===== src/rtl/nor_bank_pkg.sv =====
// Shared bounds and counter sizing helper for the nor_bank gate array.
package nor_bank_pkg;

    localparam int MAX_CHANNELS = 64;
    localparam int MAX_FAN_IN   = 8;
    localparam int MAX_STAGES   = 8;

    // Bits needed for a counter that must hold the value `limit`.
    function automatic int cnt_w(input int limit);
        return (limit < 1) ? 1 : $clog2(limit + 1);
    endfunction

endpackage


===== src/rtl/nor_bank_osc_mon.sv =====
// Per-channel toggle counter and sticky oscillation flag, closed by a shared window-wrap strobe.
module nor_bank_osc_mon
    import nor_bank_pkg::*;
#(
    parameter int OSC_LIMIT = 15
) (
    input  logic clk,
    input  logic rst,
    input  logic toggle,
    input  logic wrap,
    input  logic osc_clr,
    output logic osc
);

    localparam int CW = cnt_w(OSC_LIMIT + 1);

    logic [CW-1:0] cnt;
    logic [CW-1:0] cnt_eff;
    logic          det;

    // A toggle landing on the wrap cycle belongs to the window being closed.
    always_comb begin
        cnt_eff = cnt;
        if (toggle && cnt != CW'(OSC_LIMIT + 1))
            cnt_eff = cnt + 1'b1;
        det = wrap && (cnt_eff > CW'(OSC_LIMIT));
    end

    always_ff @(posedge clk) begin
        if (rst) begin
            cnt <= '0;
            osc <= 1'b0;
        end else begin
            cnt <= wrap ? '0 : cnt_eff;
            osc <= det | (osc & ~osc_clr);
        end
    end

endmodule


===== src/rtl/nor_bank.sv =====
// Bank of FAN_IN-input NOR gates: negedge sample, STAGES posedge delay, settle monitor.
// Oscillation detector built only when NOR_BANK_OSC_DETECT_EN is defined.
module nor_bank
    import nor_bank_pkg::*;
#(
    parameter int                  CHANNELS      = 8,
    parameter int                  FAN_IN        = 3,
    parameter int                  STAGES        = 1,
    parameter logic [CHANNELS-1:0] IV            = '0,
    parameter int                  SETTLE_CYCLES = 4,
    parameter int                  OSC_WINDOW    = 64,
    parameter int                  OSC_LIMIT     = 15
) (
    input  logic                       clk,
    input  logic                       rst,
    input  logic [CHANNELS*FAN_IN-1:0] a,
    input  logic                       osc_clr,
    output logic [CHANNELS-1:0]        y,
    output logic                       settled,
    output logic [CHANNELS-1:0]        osc
);

    localparam int SW = cnt_w(SETTLE_CYCLES);

    logic [CHANNELS-1:0]             nor_v;
    logic [CHANNELS-1:0]             s;
    logic [STAGES-1:0][CHANNELS-1:0] pipe;
    logic [STAGES-1:0][CHANNELS-1:0] pipe_next;
    logic [CHANNELS-1:0]             y_next;
    logic [SW-1:0]                   set_cnt;
    logic [SW-1:0]                   set_cnt_n;

    for (genvar g = 0; g < CHANNELS; g++) begin : g_nor
        assign nor_v[g] = ~|a[g*FAN_IN +: FAN_IN];
    end

    always_ff @(negedge clk) begin
        if (rst) s <= IV;
        else     s <= nor_v;
    end

    always_comb begin
        pipe_next[0] = s;
        for (int j = 1; j < STAGES; j++)
            pipe_next[j] = pipe[j-1];
        if (rst)
            pipe_next = {STAGES{IV}};
    end

    always_ff @(posedge clk) begin
        pipe <= pipe_next;
    end

    assign y      = pipe[STAGES-1];
    assign y_next = pipe_next[STAGES-1];

    always_comb begin
        set_cnt_n = set_cnt;
        if (y_next != y)
            set_cnt_n = '0;
        else if (set_cnt != SW'(SETTLE_CYCLES))
            set_cnt_n = set_cnt + 1'b1;
    end

    always_ff @(posedge clk) begin
        if (rst) begin
            set_cnt <= '0;
            settled <= 1'b0;
        end else begin
            set_cnt <= set_cnt_n;
            settled <= (set_cnt_n == SW'(SETTLE_CYCLES));
        end
    end

`ifdef NOR_BANK_OSC_DETECT_EN
    localparam int WW = cnt_w(OSC_WINDOW - 1);

    logic [WW-1:0]       win;
    logic                wrap;
    logic [CHANNELS-1:0] tgl;

    assign wrap = (win == WW'(OSC_WINDOW - 1));
    assign tgl  = y_next ^ y;

    always_ff @(posedge clk) begin
        if (rst)       win <= '0;
        else if (wrap) win <= '0;
        else           win <= win + 1'b1;
    end

    for (genvar g = 0; g < CHANNELS; g++) begin : g_mon
        nor_bank_osc_mon #(
            .OSC_LIMIT (OSC_LIMIT)
        ) u_mon (
            .clk     (clk),
            .rst     (rst),
            .toggle  (tgl[g]),
            .wrap    (wrap),
            .osc_clr (osc_clr),
            .osc     (osc[g])
        );
    end
`else
    logic unused_osc_clr;
    assign unused_osc_clr = osc_clr;
    assign osc            = '0;
`endif

endmodule


===== config.mk =====
export PLATFORM = sky130hd
export DESIGN_NAME = nor_bank
export DESIGN_NICKNAME = d
export VERILOG_FILES = /design/src/rtl/nor_bank_pkg.sv /design/src/rtl/nor_bank_osc_mon.sv /design/src/rtl/nor_bank.sv
export SDC_FILE = /design/constraint.sdc
export NUM_CORES = 1
export LEC_CHECK = 0
export ABC_AREA = 1
export CAP_MARGIN = 5
export CELL_PAD_IN_SITES_DETAIL_PLACEMENT = 2
export CELL_PAD_IN_SITES_GLOBAL_PLACEMENT = 2
export CORE_MARGIN = 4
export CORE_UTILIZATION = 20
export DETAILED_ROUTE_END_ITERATION = 7
export PLACE_DENSITY = 0.86
export SLEW_MARGIN = 20
export SYNTH_ARGS = -nofsm -noshare
export SYNTH_HDL_FRONTEND = slang
export SYNTH_SLANG_ARGS = --single-unit

===== constraint.sdc =====
create_clock -name clk -period 1.2 [get_ports clk]
set_clock_uncertainty 0.15 [all_clocks]
set_input_delay 0.12 -clock clk [delete_from_list [all_inputs] [get_ports clk]]
set_output_delay 0.12 -clock clk [all_outputs]
set_load 0.05 [all_outputs]

# Word level (Yosys, flattened, before mapping)
# Cells that the tools add are included.
dict set report word_totals {
  regBits 20
  elab_cells 27
}
dict set report op_classes {
  add_sub_neg 1
  n_eq_ne 3
  muxes 3
  n_reduce_logical 16
}
# cell count
set op_table {}
lappend op_table {{OR reduction 3 bit} 8}
lappend op_table {{zero test 1 bit} 8}
lappend op_table {{two-way mux 8 bit} 1}
lappend op_table {{inequality test 8 bit} 1}
lappend op_table {{two-way mux 3 bit} 2}
lappend op_table {{adder 3 x 1 -> 3 bit, second input constant} 1}
lappend op_table {{equality test 3 bit, second input constant} 1}
lappend op_table {{inequality test 3 bit, second input constant} 1}

# Longest topological paths before layout
dict set report logic_depth {
  word_depth 4
  mapped_depth 11
  depth_no_buf 9
}

==> flow_summary_export.csv <==
group,metric,value,unit
route,met2WireLength,1870,um
grt,first_global_vias,1060,
yosys,synth.avg_cell_area,9.11,um^2
grt,antenna_found_initial,0,
setup_path,crit_path_cell_trace,"nand2_2 > nand2_2 > nand2_4 > nor2_4 > nand2_2 > nor2_4 > nand3_2 > nor2_2",
grt,grt_pass1_wl,5100,um
sta,worst_slack,-0.714,ns
yosys,synth_mux_area_frac,0,
yosys,yosys_warnings,0,
yosys,synth_xor_area_frac,0.0627,
floorplan,die_area,5850,um^2
floorplan,ioPinCount,44,
setup_path,cp.required,1.27,ns
yosys,synth-seq-cells,20,
yosys,synthDistinctLibCells,24,
sta,hold_viol_final,0,
pwr,seqPwrFrac,0.421,
yosys,synth_flop_cell,"dfxtp_1",
sta,finalMaxSlewViolations,0,
cells_and_area,nNetsFinal,189,
cells_and_area,drive_gt1_frac,0.528,
clocking,cts_buffers,3,
status,status,"complete, but fails checks",
route,m1WireLength,982,um
sta,rsz0062_at_grt,"true",
placement,hpwl,2410,um
setup_path,cp_data_arrival_time,1.98,ns
clocking,root_buffer,"clkbuf_8",
setup_path,slowest_delay,0.33,ns
cells_and_area,final_area,1660,um^2
setup_path,cp_top_family,"simple AND/OR/NAND/NOR gates",
route,drt_first_pass_iters,2,
pwr,power_switching,0.000531,W
status,violations,"negative setup slack",
placement,placed_cells,199,
yosys,synth_compound_area_frac,0.0107,
route,routed_wl,3090,um
clocking,cts_sinks,20,
clocking,clock_latency,0.34,ns
placement,post-place-ws,-0.630,ns
clocking,clock_path_buffers,2,
floorplan,std_cell_rows,24,
yosys,synth-adder-area-share,0.0267,
route,wire_per_inst,14.6,um
cells_and_area,layout_commonest_cell,"dlygate4sd2_1",
pwr,swShare,0.318,
floorplan,die_x,76.5,um
setup_path,crit_buf_inv,0,
setup_path,path_max_fanout,2,
sta,holdWs,0.184,ns
clocking,cts.clk_slew.worst_paths,0.08,ns
setup_path,cp_common_cell,"nand2_2",
sta,setup_viol,12,
pwr,p_leak,0.813,nW
clocking,cts_tree,"built",
floorplan,die_y,76.5,um
cells_and_area,n_antenna_cell,0,
placement,gp_congestion,0.698,
floorplan,start_util,0.211,
yosys,async_reset_ff_frac,0,
yosys,yosys.area_share.simple,0.291,
pwr,p_comb_frac,0.190,
placement,port-buffer-count,34,
pwr,p_per_area,1010,nW/um^2
cells_and_area,final_cell_mix,"dlygate4sd2_1, inv_1, dfxtp_2, nand2_2, buf_4",
yosys,synth_area,938,um^2
yosys,synth_cells,103,
pwr,clock_power_share,0.389,
worst_hold_path,hold_class,"input port to flip-flop",
run,drv_cap,0,
setup_path,worstSetupPathType,"flip-flop to flip-flop",
pwr,peakVddDrop,0.429,mV
yosys,ys_seq_area_frac,0.427,
route,dr.first_iter.drc_count,23,
grt,grt_max_degree,12,
yosys,synth_top_family_by_area,"simple AND/OR/NAND/NOR gates",
grt,overflow,0,
setup_path,endpoint_kind,"flip-flop",
yosys,synth_edf_count,0,
placement,place_area,1470,um^2
route,dr_wl_met3,153,um
floorplan,core,4440,um^2
route,post-route-drc-count,0,
route,antenna_left,0,
cells_and_area,final_util,0.373,
clocking,htreeDepth,1,
cells_and_area,areaGrowthSynthToFinish,76.8,%
pwr,p_int,0.00114,W
route,vias,874,
grt,grtUsageTotal,0.112,
route,top_layer_used,"met4",
setup_path,start_kind,"flip-flop",
route,routed_via_density,4.14,
cells_and_area,layout.cells.non_filler,211,
setup_path,crit_slowest_cell,"dfxtp_2",
==> cell families after synthesis <==
logic type               count (synthesis)
AO/OA/AOI/OAI                            2
adder cells (fa/ha/maj)                  2
AND/OR/NAND/NOR                         44
XOR/XNOR                                 5
buffers and inverters                   29
other                                    1
flip-flops                              20
==> flip-flops by register name (all words and copies together) (netlist names) <==
| name | flops |
|---|---|
| set_cnt | 3 |
| y | 8 |
| settled | 1 |
| s | 8 |
==> worst register-to-register path, delay by kind of cell, from the launching register on <==
| kind | cells | cell delay [ns] |
|---|---|---|
| flip-flops | 1 | 0.33 |
| AND/OR/NAND/NOR | 8 | 0.72 |
==> layer usage <==
layer | GRT usage | up-vias
li1 | - | 411
met1 | 0.0945 | 423
met2 | 0.237 | 33
met3 | 0.0213 | 7
met4 | 0.0598 | 0
met5 | 0 | -
==> repair_timing <==
item | 4_1_cts | 5_1_grt
hold endpoints to repair | 0 | 0
hold buffers | 0 | 0
gates resized for setup | 46 | 17
setup buffers | 0 | 1
setup endpoints to repair | 21 | 17
pin swaps | 2 | 5
gates cloned | 0 | 0
==> area by class of cell <==
| class | instances | area, um^2 |
|---|---|---|
| inverters | 18 | 72.6 |
| clock inverters | 8 | 30.0 |
| fillers | 487 | 2790 |
| repair buffers | 48 | 519 |
| well taps | 52 | 65.1 |
| flip-flops and latches | 20 | 419 |
| clock buffers | 4 | 55.1 |
| multi-input cells | 61 | 498 |
==> power by group through the flow <==
stage	clock, W	combinational [W]	sequential (W)
CTS	0.000664	0.000305	0.000705
detailed placement	0.0000463	0.000308	0.000717
global placement	0.0000463	0.000287	0.000714
floorplan	0.0000463	0.000177	0.000729
global route	0.000727	0.000343	0.000705
finish	0.000650	0.000317	0.000703
==> Yosys cell counts, types with 2 or more instances <==
| cell type | count | area share |
|---|---|---|
| ha_1 | 2 | 0.027 |
| nand2_2 | 4 | 0.027 |
| nand3_1 | 3 | 0.016 |
| nand2_1 | 11 | 0.044 |
| inv_1 | 18 | 0.072 |
| nor3_1 | 2 | 0.011 |
| dfxtp_1 | 20 | 0.43 |
| xor2_2 | 2 | 0.035 |
| nor2_1 | 3 | 0.012 |
| xnor2_1 | 2 | 0.019 |
| nor2_2 | 4 | 0.027 |
| nor4_1 | 8 | 0.053 |
| nand2_4 | 5 | 0.060 |
| nand3_2 | 2 | 0.021 |
| buf_4 | 8 | 0.064 |
==> worst paths after layout <==
kind	startpoint	to	slack (ns)	cells past startpoint
max	s[4]$_SDFF_NP0_	settled$_SDFF_PP0_	-0.71	8
min reg2reg	set_cnt[2]$_SDFF_PP0_	settled$_SDFF_PP0_	0.52	4
min	rst	y[2]$_DFF_P_	0.18	3
max reg2reg	s[4]$_SDFF_NP0_	settled$_SDFF_PP0_	-0.71	8
==> through the flow <==
stage | power (W) | TNS, ns
final | 0.00167 | -4.19
after global routing | 0.00178 | -4.79
after CTS | 0.00167 | -4.08
after detailed placement | 0.00107 | -7.81
after global placement | 0.00105 | -6.73
after floorplan | 0.000952 | -2.13
Power figures use the tool's default switching activity.
